$ cat config.mk
export PLATFORM = sky130hd
export DESIGN_NAME = motor_dir_seq
export DESIGN_NICKNAME = d
export VERILOG_FILES = /design/src/rtl/motor_dir_seq.sv
export SDC_FILE = /design/constraint.sdc
export NUM_CORES = 1
export LEC_CHECK = 0
export CORE_ASPECT_RATIO = 0.6
export CORE_UTILIZATION = 58
export DETAILED_ROUTE_END_ITERATION = 6
export GPL_TIMING_DRIVEN = 0
export HOLD_SLACK_MARGIN = 0.03
export PLACE_DENSITY = 0.78
export SKIP_LAST_GASP = 1
export SLEW_MARGIN = 40
export SYNTH_ARGS = -nofsm -noshare
export SYNTH_HDL_FRONTEND = slang
export SYNTH_SLANG_ARGS = --single-unit
$ cat constraint.sdc
create_clock -name CLK -period 2.8 [get_ports CLK]
set_input_delay 0.7 -clock CLK [delete_from_list [all_inputs] [get_ports CLK]]
set_output_delay 0.7 -clock CLK [all_outputs]
set_load 0.01 [all_outputs]
$ cat src/rtl/motor_dir_seq.sv
// motor_dir_seq: H-bridge direction sequencer.
// Accepts forward/reverse/stop commands and guarantees that the bridge is held
// at stop for DEAD_CYCLES clock cycles before any change out of motion, so a
// direct forward<->reverse swap can never reach the bridge.
// Optional command-silence watchdog: define MOTOR_DIR_SEQ_WATCHDOG_EN to build
// it. When the macro is undefined, wdog_trip is tied low and RUN holds
// indefinitely.
module motor_dir_seq #(
    parameter int DEAD_CYCLES = 100000,
    parameter int WDOG_CYCLES = 50000000
) (
    input  logic       CLK,
    input  logic       RST,
    input  logic       cmd_valid,
    input  logic [1:0] cmd_dir,
    output logic       cmd_ready,
    output logic [1:0] dir_out,
    output logic       busy,
    output logic       wdog_trip
);

    localparam logic [1:0] ST_STOP = 2'd0;
    localparam logic [1:0] ST_RUN  = 2'd1;
    localparam logic [1:0] ST_DEAD = 2'd2;

    localparam logic [1:0] DIR_FWD  = 2'b00;
    localparam logic [1:0] DIR_STOP = 2'b10;

    // Counter reload value; the DEAD state lasts reload+1 cycles.
    localparam logic [23:0] DEAD_LOAD = 24'(DEAD_CYCLES - 1);

    // Parameters outside their legal range leave a marker block in the hierarchy.
    if (DEAD_CYCLES < 1 || DEAD_CYCLES > 24'hFFFFFF) begin : g_illegal_dead_cycles
    end
    if (WDOG_CYCLES < 1) begin : g_illegal_wdog_cycles
    end

    logic [1:0]  state_reg, state_next;
    logic [1:0]  cur_dir_reg, cur_dir_next;
    logic [1:0]  tgt_dir_reg, tgt_dir_next;
    logic [23:0] dead_cnt_reg, dead_cnt_next;
    logic [1:0]  dir_out_reg, dir_out_next;
    logic        cmd_ready_reg;
    logic        busy_reg;

    logic        accept;
    logic [1:0]  cmd_norm;
    logic        wdog_hit;

    // Handshake depends on state only; 11 is folded onto the stop code.
    assign accept   = cmd_valid && (state_reg != ST_DEAD);
    assign cmd_norm = cmd_dir[1] ? DIR_STOP : cmd_dir;

    // Next-state logic for the direction sequencer.
    always_comb begin
        state_next    = state_reg;
        cur_dir_next  = cur_dir_reg;
        tgt_dir_next  = tgt_dir_reg;
        dead_cnt_next = dead_cnt_reg;
        dir_out_next  = dir_out_reg;
        case (state_reg)
            ST_STOP: begin
                if (accept && !cmd_norm[1]) begin
                    state_next   = ST_RUN;
                    cur_dir_next = cmd_norm;
                    dir_out_next = cmd_norm;
                end
            end
            ST_RUN: begin
                if (accept) begin
                    // Re-issuing the current direction is a no-op.
                    if (cmd_norm != cur_dir_reg) begin
                        state_next    = ST_DEAD;
                        tgt_dir_next  = cmd_norm;
                        cur_dir_next  = DIR_STOP;
                        dir_out_next  = DIR_STOP;
                        dead_cnt_next = DEAD_LOAD;
                    end
                end else if (wdog_hit) begin
                    // Silence timeout behaves exactly like an accepted stop.
                    state_next    = ST_DEAD;
                    tgt_dir_next  = DIR_STOP;
                    cur_dir_next  = DIR_STOP;
                    dir_out_next  = DIR_STOP;
                    dead_cnt_next = DEAD_LOAD;
                end
            end
            ST_DEAD: begin
                if (dead_cnt_reg == 24'd0) begin
                    cur_dir_next = tgt_dir_reg;
                    dir_out_next = tgt_dir_reg;
                    state_next   = tgt_dir_reg[1] ? ST_STOP : ST_RUN;
                end else begin
                    dead_cnt_next = dead_cnt_reg - 24'd1;
                end
            end
            default: begin
                state_next   = ST_STOP;
                cur_dir_next = DIR_STOP;
                dir_out_next = DIR_STOP;
            end
        endcase
    end

    // State and output registers; reset aborts any pending target.
    always_ff @(posedge CLK) begin
        if (RST) begin
            state_reg     <= ST_STOP;
            cur_dir_reg   <= DIR_STOP;
            tgt_dir_reg   <= DIR_STOP;
            dead_cnt_reg  <= 24'd0;
            dir_out_reg   <= DIR_STOP;
            cmd_ready_reg <= 1'b1;
            busy_reg      <= 1'b0;
        end else begin
            state_reg     <= state_next;
            cur_dir_reg   <= cur_dir_next;
            tgt_dir_reg   <= tgt_dir_next;
            dead_cnt_reg  <= dead_cnt_next;
            dir_out_reg   <= dir_out_next;
            cmd_ready_reg <= (state_next != ST_DEAD);
            busy_reg      <= (state_next == ST_DEAD);
        end
    end

`ifdef MOTOR_DIR_SEQ_WATCHDOG_EN
    localparam logic [25:0] WDOG_LAST = 26'(WDOG_CYCLES - 1);

    logic [25:0] silence_reg;
    logic        wdog_trip_reg;
    logic        trip_next;

    assign wdog_hit  = (silence_reg == WDOG_LAST);
    assign trip_next = (state_reg == ST_RUN) && !accept && wdog_hit;

    // Silence counter runs only while in RUN with no command being accepted.
    always_ff @(posedge CLK) begin
        if (RST) begin
            silence_reg   <= 26'd0;
            wdog_trip_reg <= 1'b0;
        end else begin
            wdog_trip_reg <= trip_next;
            if (state_reg != ST_RUN || accept || state_next != ST_RUN) begin
                silence_reg <= 26'd0;
            end else begin
                silence_reg <= silence_reg + 26'd1;
            end
        end
    end

    assign wdog_trip = wdog_trip_reg;
`else
    assign wdog_hit  = 1'b0;
    assign wdog_trip = 1'b0;
`endif

    assign cmd_ready = cmd_ready_reg;
    assign dir_out   = dir_out_reg;
    assign busy      = busy_reg;

    // Forward code is referenced here so its meaning sits next to the stop code.
    logic unused_fwd;
    assign unused_fwd = (DIR_FWD == 2'b00);

endmodule

==> flow_summary.yaml <==
flow_run:
  maxCapViolCount: 0
timing:
  period_needed_ns: 2.62
  period_share: 0.935
  tightest_slew_ns: 0.603
  final_max_slew_viol_count: 0
  setup_viol: 0
  max_slew_margin: 0.597
  rsz0062_at_grt: "false"
  fmax_ghz: 0.382
  holdWs_ns: 0.484
  finalHoldViolations: 0
  finClkSkew_ns: 0.00759
  fin_tns_setup_ns: 0
cells_and_area:
  drive_gt1_frac: 0.115
  fin_area_mm2: 0.00188
  syn2layout_area_growth_pct: 13.5
  final_nets: 214
  largest_register_ffs: 24
  antenna_cells: 0
  final.fill_count: 181
logic_synthesis:
  ys_seq_elements: 32
  synthCells: 193
  ys_types: 46
  ys_seq_area_frac: 0.387
  avgSynthCellArea_um2: 8.58
  ys_async_sr_fraction: 0
  synth-edff-count: 0
  synthesis.nets: 199
  syn_area_mm2: 0.00166
  yosys_warnings: 0
  synthFlopType: "dfxtp_1"
clock_tree:
  cts_max_level: 2
  tritoncts: "done"
  cts.sinks: 32
  hold_buffers: 0
  cts_buffers: 5
  cts.clk_slew.worst_paths_ns: 0.07
  cts_buffer_depth: 2
  insertion_delay_ns: 0.29
  post_cts_buffers: 0
  root_buffer: "clkbuf_8"
global_routing:
  grt_pass1_vias: 1467
  grt_pass1_wl_um: 7020
  grt_overflow: 0
  grt_max_degree: 11
  grt_use_total: 0.307
  antenna_found_initial: 0
setup_path:
  reg2reg_from: "dead_cnt_reg[0]"
  critPathLaunchType: "primary input"
  reg2reg_depth: 8
  critPathRequiredTime_ns: 2.94
  critPathKind: "in2reg"
  cp_max_fo: 10
  cp_data_arrival_time_ns: 2.76
  critPathCaptureType: "flop"
  setup.worst_path.start: "cmd_dir[1]"
placed_design:
  gp_congestion: 0.938
  io_buffer_count: 8
  place_hpwl_um: 2910
  placed_area_mm2: 0.00178
routing:
  avgViaCountPerCell: 6.42
  first_pass_iters: 4
  routedWlPerCell_um: 17.7
  initialDrtViolationCount: 147
  drc_errors: 0
  drt-total-wl_um: 4250
  vias: 1541
  antenna_left: 0
floorplan:
  io_pins: 10
  start_util: 0.634
  coreArea_mm2: 0.00261
  rows: 14
  fp.dieW_um: 71.0
  die_y_um: 43.4
  dieArea_mm2: 0.00308
power:
  ir_worst_vdd_mv: 0.415
  p_leak_nw: 0.684
  powerDensity_mw_per_mm2: 605
worst_hold_path:
  hp-class: "reg2reg"
  min_from: "tgt_dir_reg[0]"
  holdPathStages: 2
outcome:
  status: "finished, final reports clean"
[cell type report]
| type | instances | area, um2 | area share |
|---|---|---|---|
| plain buffers | 11 | 61.3 | 0.0326 |
| clock buffers | 7 | 96.3 | 0.0513 |
| inverters | 7 | 26.3 | 0.0140 |
| multi-input cells | 143 | 935 | 0.497 |
| flip-flops and latches | 32 | 641 | 0.341 |
| well taps | 32 | 40.0 | 0.0213 |
| repair buffers | 8 | 80.1 | 0.0426 |
[synthesized netlist by cell type (3+ instances only)]
library cell / instances / share of area
or2_2: 3 / 0.011
or4_1: 7 / 0.032
xnor2_1: 6 / 0.032
nor2_1: 24 / 0.054
nor4_1: 7 / 0.026
nor3_1: 7 / 0.021
o31ai_1: 4 / 0.018
a31oi_1: 5 / 0.019
dfxtp_1: 32 / 0.39
or3_1: 6 / 0.023
nand2_1: 7 / 0.016
inv_1: 7 / 0.016
a21oi_1: 19 / 0.057
clkbuf_1: 8 / 0.018
o21ai_0: 3 / 0.0091
xor2_1: 6 / 0.032
[path summary, 6_finish.rpt]
| kind | to | slack, ns |
|---|---|---|
| max | dead_cnt_reg[4] | 0.18 |
| min | tgt_dir_reg[0] | 0.48 |
| max reg2reg | dead_cnt_reg[3] | 0.32 |
| min reg2reg | tgt_dir_reg[0] | 0.48 |
[critical path: stages]
cell and delay (ns):
clkdlybuf4s50_1 0.46, nand2b_1 0.20, o311ai_0 0.33, or3_1 0.16, clkbuf_1 0.30, clkbuf_1 0.45, a31oi_1 0.15
[metrics by stage]
step                      total power, mW  setup WS [ns]  utilization  instances
after floorplan                     0.679          0.612            -        193
after global routing                 1.18         0.0246        0.720        240
after global placement              0.738        -0.0869        0.680        233
final                                1.14          0.183        0.720        240
after detailed placement            0.748         -0.190        0.680        233
after CTS                            1.12         0.0738        0.717        240
[report_power, final]
group / leakage [nW] / switching, mW / internal, mW
registers: 0.259 / 0.0221 / 0.474
clock network: 0.0503 / 0.167 / 0.219
logic: 0.374 / 0.163 / 0.0918
total: 0.684 / 0.352 / 0.785
[per-layer routing]
layer,global-route usage,wire [um],vias up
met1,0.423,2020,711
met4,0.160,91,0
met5,0,0,-
li1,-,-,741
met3,0.0837,337,14
met2,0.448,1800,75
[cell usage in the layout (no fill, tap or decap), drive strengths merged, types with 2 or more instances in the layout]
cell type	instances
nor2	24
nand3	2
xor2	6
a21oi	19
nor2b	2
nor4b	3
a31oi	5
or4	9
nand2	7
o31ai	4
o41ai	2
buf	3
inv	7
o211ai	2
clkbuf	15
nor3	7
dfxtp	32
mux2i	2
xnor2	6
nor4	7
clkdlybuf4s50	8
o2111ai	2
or2	3
or3	6
or4b	3
a211o	2
o21ai	5
nand2b	2
[cell families after synthesis]
family / after synthesis / share of synthesized area
fa+ha+maj: 1 / 0.00756
other cells: 1 / 0.00227
buf+inv: 18 / 0.0522
mux: 3 / 0.0189
simple gates: 79 / 0.283
compound gates: 47 / 0.186
flops: 32 / 0.387
xor+xnor: 12 / 0.0635
[repair_timing]
item                                   in CTS  in global routing
resized for setup                           0                  2
setup endpoints to repair                   0                 10
endpoints found under the hold margin       0                  0
Power figures use the tool's default switching activity.
